===== src/rtl/div_stall_unit.sv =====
// Multi-cycle 32-bit restoring divider that stalls EX until its result is ready.
// Optional macro DIV_EARLY_OUT_EN: a zero divisor skips the 32 iterations (FREE->ZERO->END).
module div_stall_unit (
  input  logic        clk,
  input  logic        rst,
  input  logic        start_i,
  input  logic        signed_i,
  input  logic [31:0] opdata1_i,
  input  logic [31:0] opdata2_i,
  input  logic        annul_i,
  output logic [63:0] result_o,
  output logic        ready_o,
  output logic        stallreq_o
);

  typedef enum logic [1:0] {
    ST_FREE = 2'd0,
    ST_ZERO = 2'd1,
    ST_ON   = 2'd2,
    ST_END  = 2'd3
  } state_t;

  state_t      state_r;
  logic [5:0]  cnt_r;
  logic        signed_r;
  logic        dividend_neg_r;
  logic        divisor_neg_r;
  logic        divisor_zero_r;
  logic [31:0] dividend_r;
  logic [31:0] divisor_r;
  logic [31:0] rem_r;
  logic [31:0] quo_r;

  logic [32:0] shift_s;
  logic [32:0] diff_s;
  logic [31:0] rem_next_s;
  logic [31:0] quo_next_s;
  logic [31:0] quo_fix_s;
  logic [31:0] rem_fix_s;
  logic [63:0] final_s;

  function automatic logic [31:0] neg32(input logic [31:0] v);
    return ~v + 32'd1;
  endfunction

  function automatic logic [31:0] abs32(input logic [31:0] v, input logic is_signed);
    return (is_signed && v[31]) ? neg32(v) : v;
  endfunction

  assign stallreq_o = start_i & ~ready_o;

  // One restoring step plus the sign/zero fix-up applied on the last iteration
  always_comb begin
    shift_s    = {rem_r, quo_r[31]};
    diff_s     = shift_s - {1'b0, divisor_r};
    rem_next_s = shift_s[31:0];
    quo_next_s = {quo_r[30:0], 1'b0};
    if (!diff_s[32]) begin
      rem_next_s = diff_s[31:0];
      quo_next_s = {quo_r[30:0], 1'b1};
    end else begin
      rem_next_s = shift_s[31:0];
      quo_next_s = {quo_r[30:0], 1'b0};
    end

    if (signed_r && (dividend_neg_r ^ divisor_neg_r)) begin
      quo_fix_s = neg32(quo_next_s);
    end else begin
      quo_fix_s = quo_next_s;
    end

    if (signed_r && dividend_neg_r) begin
      rem_fix_s = neg32(rem_next_s);
    end else begin
      rem_fix_s = rem_next_s;
    end

    if (divisor_zero_r) begin
      final_s = {dividend_r, 32'hFFFF_FFFF};
    end else begin
      final_s = {rem_fix_s, quo_fix_s};
    end
  end

  // Control FSM, operand latches, iteration datapath and registered outputs
  always_ff @(posedge clk) begin
    if (rst) begin
      state_r        <= ST_FREE;
      cnt_r          <= 6'd0;
      ready_o        <= 1'b0;
      result_o       <= 64'h0;
      signed_r       <= 1'b0;
      dividend_neg_r <= 1'b0;
      divisor_neg_r  <= 1'b0;
      divisor_zero_r <= 1'b0;
      dividend_r     <= 32'd0;
      divisor_r      <= 32'd0;
      rem_r          <= 32'd0;
      quo_r          <= 32'd0;
    end else begin
      case (state_r)
        ST_FREE: begin
          ready_o  <= 1'b0;
          result_o <= 64'h0;
          cnt_r    <= 6'd0;
          if (start_i && !annul_i) begin
            signed_r       <= signed_i;
            dividend_neg_r <= signed_i & opdata1_i[31];
            divisor_neg_r  <= signed_i & opdata2_i[31];
            divisor_zero_r <= (opdata2_i == 32'd0);
            dividend_r     <= opdata1_i;
            divisor_r      <= abs32(opdata2_i, signed_i);
            rem_r          <= 32'd0;
            quo_r          <= abs32(opdata1_i, signed_i);
`ifdef DIV_EARLY_OUT_EN
            state_r        <= (opdata2_i == 32'd0) ? ST_ZERO : ST_ON;
`else
            state_r        <= ST_ON;
`endif
          end else begin
            state_r <= ST_FREE;
          end
        end
        ST_ZERO: begin
          if (annul_i) begin
            state_r  <= ST_FREE;
            ready_o  <= 1'b0;
            result_o <= 64'h0;
          end else begin
            state_r  <= ST_END;
            ready_o  <= 1'b1;
            result_o <= {dividend_r, 32'hFFFF_FFFF};
          end
        end
        ST_ON: begin
          // start_i is guaranteed held here, so only annul_i can abort
          if (annul_i) begin
            state_r  <= ST_FREE;
            cnt_r    <= 6'd0;
            ready_o  <= 1'b0;
            result_o <= 64'h0;
          end else if (cnt_r == 6'd31) begin
            state_r  <= ST_END;
            cnt_r    <= 6'd0;
            rem_r    <= rem_next_s;
            quo_r    <= quo_next_s;
            ready_o  <= 1'b1;
            result_o <= final_s;
          end else begin
            state_r  <= ST_ON;
            cnt_r    <= cnt_r + 6'd1;
            rem_r    <= rem_next_s;
            quo_r    <= quo_next_s;
            ready_o  <= 1'b0;
            result_o <= 64'h0;
          end
        end
        ST_END: begin
          if (!start_i) begin
            state_r  <= ST_FREE;
            ready_o  <= 1'b0;
            result_o <= 64'h0;
          end else begin
            state_r  <= ST_END;
            ready_o  <= 1'b1;
            result_o <= result_o;
          end
        end
        default: begin
          state_r  <= ST_FREE;
          cnt_r    <= 6'd0;
          ready_o  <= 1'b0;
          result_o <= 64'h0;
        end
      endcase
    end
  end

endmodule

===== config.mk =====
export PLATFORM = sky130hd
export DESIGN_NAME = div_stall_unit
export DESIGN_NICKNAME = d
export VERILOG_FILES = /design/src/rtl/div_stall_unit.sv
export SDC_FILE = /design/constraint.sdc
export NUM_CORES = 1
export LEC_CHECK = 0
export ABC_AREA = 1
export BUFFER_PORTS_ARGS = -buffer_cell sky130_fd_sc_hd__buf_2
export CORE_ASPECT_RATIO = 0.8
export CORE_UTILIZATION = 61
export CTS_CLUSTER_DIAMETER = 60
export DETAILED_ROUTE_END_ITERATION = 6
export PLACE_DENSITY_LB_ADDON = 0.12
export SLEW_MARGIN = 20
export SYNTH_ARGS = -nofsm -noshare
export SYNTH_HDL_FRONTEND = slang
export SYNTH_SLANG_ARGS = --single-unit

===== constraint.sdc =====
create_clock -name clk -period 5.4 [get_ports clk]
set_clock_uncertainty 0.15 [all_clocks]
set_input_delay 1.08 -clock clk [delete_from_list [all_inputs] [get_ports clk]]
set_output_delay 1.08 -clock clk [all_outputs]
set_load 0.02 [all_outputs]

## After elaboration in Yosys (flattened, before gate mapping)

Cells that the tools add are included.

- Flip-flop bits (word level): 205
- Input bits: 69
- Word-level logic and storage cells: 77

- $add $sub $neg: 6
- Equal/unequal tests: 7
- Muxes and demuxes: 32
- Bitwise gates (word level): 9
- Reduce and logical (&&, ||, !) cells: 11

Operator list:

| cell | count |
|---|---|
| two-way mux 64 bit | 5 |
| two-way mux 32 bit | 9 |
| one-hot mux 64 bit (4 select lines) | 1 |
| adder 32 x 1 -> 32 bit, second input constant | 4 |
| inverter 32 bit | 4 |
| one-hot mux 32 bit (2 select lines) | 2 |
| subtractor 33 x 32 -> 33 bit | 1 |
| logical NOT 32 bit | 1 |
| two-way mux 6 bit | 2 |
| one-hot mux 6 bit (2 select lines) | 1 |
| two-way mux 2 bit | 4 |
| one-hot mux 2 bit (4 select lines) | 1 |
| adder 6 x 1 -> 6 bit, second input constant | 1 |
| equality test 6 x 5 -> 1 bit, second input constant | 1 |
| two-way mux 1 bit | 6 |
| inequality test 2 bit, second input constant | 3 |
| logical AND 1 bit | 5 |
| equality test 2 bit, second input constant | 2 |
| one-hot mux 1 bit (4 select lines) | 1 |
| bitwise AND 1 bit | 3 |
| AND reduction 3 bit | 1 |
| equality test 2 x 1 -> 1 bit, second input constant | 1 |
| logical NOT 2 bit | 1 |
| AND reduction 2 bit | 1 |
| 4 further kinds | 4 |

## Logic depth before layout (Yosys ltp)

- Depth in word-level cells: 9
- Mapped depth: 32
- Gate-level depth less buffers: 31

## Worst setup path after synthesis

OpenSTA, ideal clock, no wires.

- Path kind: register -> register
- Start point: reg quo_r[31]
- End point: reg result_o[30]
- Setup time: 132 ps
- Arrival time: 3626 ps
- Required time: 5118 ps
- Setup slack: 1492 ps
- Stages on the path, launching flop included: 33
- Path buffers: 1
- Period minus slack after synthesis: 3908 ps
- Path through: dfxtp_1 -> inv_1 -> ha_1 -> fa_1 -> inv_1 -> nand2_1 -> nand2_1 -> nand3_1 -> nand2_2 -> nand2_2 -> nand2_2 -> nand2_4 -> nand2_4 -> nand2_4 -> nand2_4 -> buf_6 -> ha_1 -> nand2_1 -> nor3_1 -> nand2_1 -> inv_1 -> nand4_1 -> nor2_1 -> nand3_1 -> nand2_1 -> nand2_1 -> a21oi_1 -> or2_2 -> nand3_1 -> nand2_1 -> nand2_1 -> nand2_1 -> a21oi_1

- Word-level cells in the longest chain between the ends: 9

RTL lines:

| item | line | source |
|---|---|---|
| from (decl) | 32 | `logic [31:0] quo_r;` |
| from (signal assigned) | 114 | `quo_r <= abs32(opdata1_i, signed_i);` |
| from (signal assigned) | 146 | `quo_r <= quo_next_s;` |
| from (signal assigned) | 153 | `quo_r <= quo_next_s;` |
| subtractor 33 x 32 -> 33 bit | 55 | `diff_s = shift_s - {1'b0, divisor_r};` |
| two-way mux 1 bit | 58 | `if (!diff_s[32]) begin` |
| inverter 32 bit | 43 | `return ~v + 32'd1;` |
| adder 32 x 1 -> 32 bit | 43 |  |
| two-way mux 32 bit | 66 | `if (signed_r && (dividend_neg_r ^ divisor_neg_r)) begin` |
| two-way mux 64 bit | 78 | `if (divisor_zero_r) begin` |
| two-way mux 64 bit | 142 | `end else if (cnt_r == 6'd31) begin` |
| two-way mux 64 bit | 137 | `if (annul_i) begin` |
| one-hot mux 64 bit (4 select lines) | 101 | `case (state_r)` |
| to (signal assigned) | 132 | `result_o <= {dividend_r, 32'hFFFF_FFFF};` |
| to (signal assigned) | 148 | `result_o <= final_s;` |
| to (signal assigned) | 166 | `result_o <= result_o;` |
| to (decl) | 11 | `output logic [63:0] result_o,` |

No other way between the ends.
A chain may end at the register's enable or synchronous reset.

## Final worst setup path

Same ends and word-level chain as after synthesis.

==> metrics.cfg <==
[floorplan]
coreArea_mm2 = 0.0238
rows = 50
dieArea_mm2 = 0.0252
start_util_pct = 63.1
fp.dieH_um = 142
io_pins = 135
die-width_um = 177

[layout]
drive_gt1_share_pct = 10.6
nNetsFinal = 2741
final_common_cell = nand2_1
finalNonFillerCells = 2960
multi_input_area_mm2 = 0.00940
mostFrequentLayoutCells = nand2_1, nor2_1, inv_1, a21oi_1, dfxtp_1
n_antenna_cell = 0
fill_cells = 2221
syn_to_final_growth_pct = 10.2
regArea_mm2 = 0.00408

[timing]
slew_headroom_pct = 27.2
report.final.setup_viol = 0
post-route-min-period_ps = 4720
fin_ws_ps = 681
tightest_slew_ps = 1090
fin_tns_setup_ps = 0
maxSlewViolCount = 0
finalCritPeriodShare_pct = 87.4
fmax_mhz = 212
hold_viol = 0
whs_ps = 310
grt_setup_unrepaired = no

[worst_setup_path]
path_max_fanout = 18
worst-path-buf-inv = 3
reg2reg_slack_ps = 680
crit_type = flip-flop to flip-flop
cp-end-kind = flip-flop
cp.arrival_ps = 4940
cp_slowest_cell = fa_1
cpLargestDelayFamily = simple AND/OR/NAND/NOR gates
critPathRequiredTime_ps = 5620
startpoint_type = flip-flop
worst_path_most_repeated_cell = nand2_1
critPathMaxStageDelay_ps = 420

[synthesis]
synth-simple-area-share_pct = 39.5
async_flop_share_pct = 0
synth.avg_cell_area_um2 = 5.85
synthAdderAreaFrac_pct = 3.47
synthTopCellsByArea = dfxtp_1, nand2_1, a21oi_1
yosysSeqAreaShare_pct = 27.2
yosys_warnings = 0
synth_edf_count = 0
synth_top_family_by_area = simple AND/OR/NAND/NOR gates
yosysTopAreaCell = dfxtp_1
ys_types = 53
synth_fp_nets = 2672
yosysTopAreaCellShare_pct = 27.2
postSynthCellCount = 2562
synthXorXnorAreaFrac_pct = 3.45
muxShareOfSynthArea_pct = 0
syn_area_mm2 = 0.0150
synth-seq-cells = 204
synthFlopType = dfxtp_1
synth_compound_area_share_pct = 16.2

[power]
switching_share_pct = 32.2
power.share.clock_pct = 40.4
power.total_mw = 4.02
leakage_nw = 8.37
p_int_mw = 2.73
p_switching_mw = 1.29
vdd_ir_drop_max_mv = 0.232
p_comb_share_pct = 19.5
p_per_area_mw_per_mm2 = 243
seqPwrFrac_pct = 40.1

[routing]
first_pass_iters = 6
vias = 17300
viasPerCell = 5.84
wl_um = 51800
wire_per_inst_um = 17.5
first_iter_violations = 2271
detail-route-antenna-nets = 0
drc_errors = 0

[placed_design]
place_congestion = 0.985
port_buffers = 134
hpwl_um = 39300
dp_slack_ps = 915
dp_cells = 2918

[clock_tree]
cts_htree_levels = 1
ctsLongestPathBuffers = 3
hold_buffers = 0
cts_tree = built
clock_latency_ps = 530
clock-sinks = 204
cts.clk_slew.worst_paths_ps = 60
cts_setup_buffers = 0
cts-root-buf = clkbuf_16
cts_resized = 0
cts_buffers = 23

[job]
cap_violations = 0

[global_route]
antenna_found_initial = 1
grt_start_max_net_pins = 67
grt_pass1_wl_um = 79700
grt_overflow_total = 0
grt_util_all_layers_pct = 40.6
grt_pass1_vias = 14700

[min_path]
hold_path.class = flip-flop to flip-flop

[run_status]
outcome = completed

[cell type report]
cell class | instances | share of cell area (%)
multi-input cells | 1970 | 56.9
inverters | 276 | 6.27
well taps | 312 | 2.36
clock inverters | 13 | 0.825
clock buffers | 29 | 3.86
flip-flops and latches | 204 | 24.7
repair buffers | 156 | 5.07
[through the flow]
step / cell area [µm²] / utilization [%]
3_5_place_dp: 15800 / 66.3
6_report: 16500 / 69.5
3_3_place_gp: 15800 / 66.3
2_1_floorplan: 15000 / -
4_1_cts: 16500 / 69.5
5_1_grt: 16500 / 69.5
[power groups by stage]
| stage | sequential (mW) | combinational, mW | clock, mW |
|---|---|---|---|
| 2_1_floorplan | 1.62 | 0.517 | 0 |
| 3_3_place_gp | 1.64 | 0.736 | 0 |
| 5_1_grt | 1.61 | 0.854 | 1.68 |
| 3_5_place_dp | 1.64 | 0.746 | 0 |
| 4_1_cts | 1.61 | 0.752 | 1.63 |
| 6_report | 1.61 | 0.785 | 1.62 |
[metal layers]
metal  share of wire [%]  GRT usage [%]  vias up
li1                    -              -     8321
met3                  14           9.94       81
met1                  45           62.3     7891
met2                  39           56.0     1008
met5                   0              0        -
met4                 1.9           8.68        0
[cell families after synthesis]
logic type,Yosys count
xor+xnor,59
flops,204
simple gates,1423
buf+inv,388
compound gates,447
fa+ha+maj,41
[cell usage after synthesis, types with 3 or more instances]
library cell  number
ha_1              40
dfxtp_1          204
buf_1              5
nor3b_1            3
nand4_1           14
nand2_1          846
buf_6              7
o21ai_0          165
nand3b_1           9
o221ai_1          14
o21ai_1            9
clkbuf_1          91
a221oi_1           3
nand3_1          150
xnor2_1           21
inv_1            266
nand2_4            6
xor2_1            38
o211ai_1          10
a21oi_2            6
or2_2             12
buf_2              9
o21a_1             3
nor2_1           284
inv_2              5
o31ai_1            4
nor4_1             7
a21oi_1          213
nor2_2            13
a31oi_1            9
nand2_2           28
nor3_1            37
and2_1             4
clkinv_1           5
[sequential cells by signal, summed over array words and instances (netlist names)]
| signal | flops |
|---|---|
| result_o | 64 |
| dividend_r | 32 |
| divisor_r | 32 |
| quo_r | 32 |
| rem_r | 32 |
| cnt_r | 6 |
| state_r | 2 |
| dividend_neg_r | 1 |
| divisor_neg_r | 1 |
| divisor_zero_r | 1 |
| signed_r | 1 |
[worst paths after layout]
| kind | cells after the start | from | endpoint |
|---|---|---|---|
| worst max-delay path | 31 | quo_r[31]$_SDFFE_PP0P_ | result_o[30]$_SDFFE_PP0N_ |
| worst min register to register | 2 | result_o[6]$_SDFFE_PP0N_ | result_o[6]$_SDFFE_PP0N_ |
| worst max register to register | 31 | quo_r[31]$_SDFFE_PP0P_ | result_o[30]$_SDFFE_PP0N_ |
| worst min-delay path | 2 | result_o[6]$_SDFFE_PP0N_ | result_o[6]$_SDFFE_PP0N_ |
[worst register-to-register path: cells and delay by family (launching register included)]
| kind | cells | cell delay [ps] |
|---|---|---|
| adders and majority gates | 3 | 830 |
| buffers and inverters | 3 | 300 |
| AOI/OAI and AO/OA | 2 | 220 |
| DFF | 1 | 330 |
| and+or+nand+nor | 23 | 2750 |
Power figures use the tool's default switching activity.
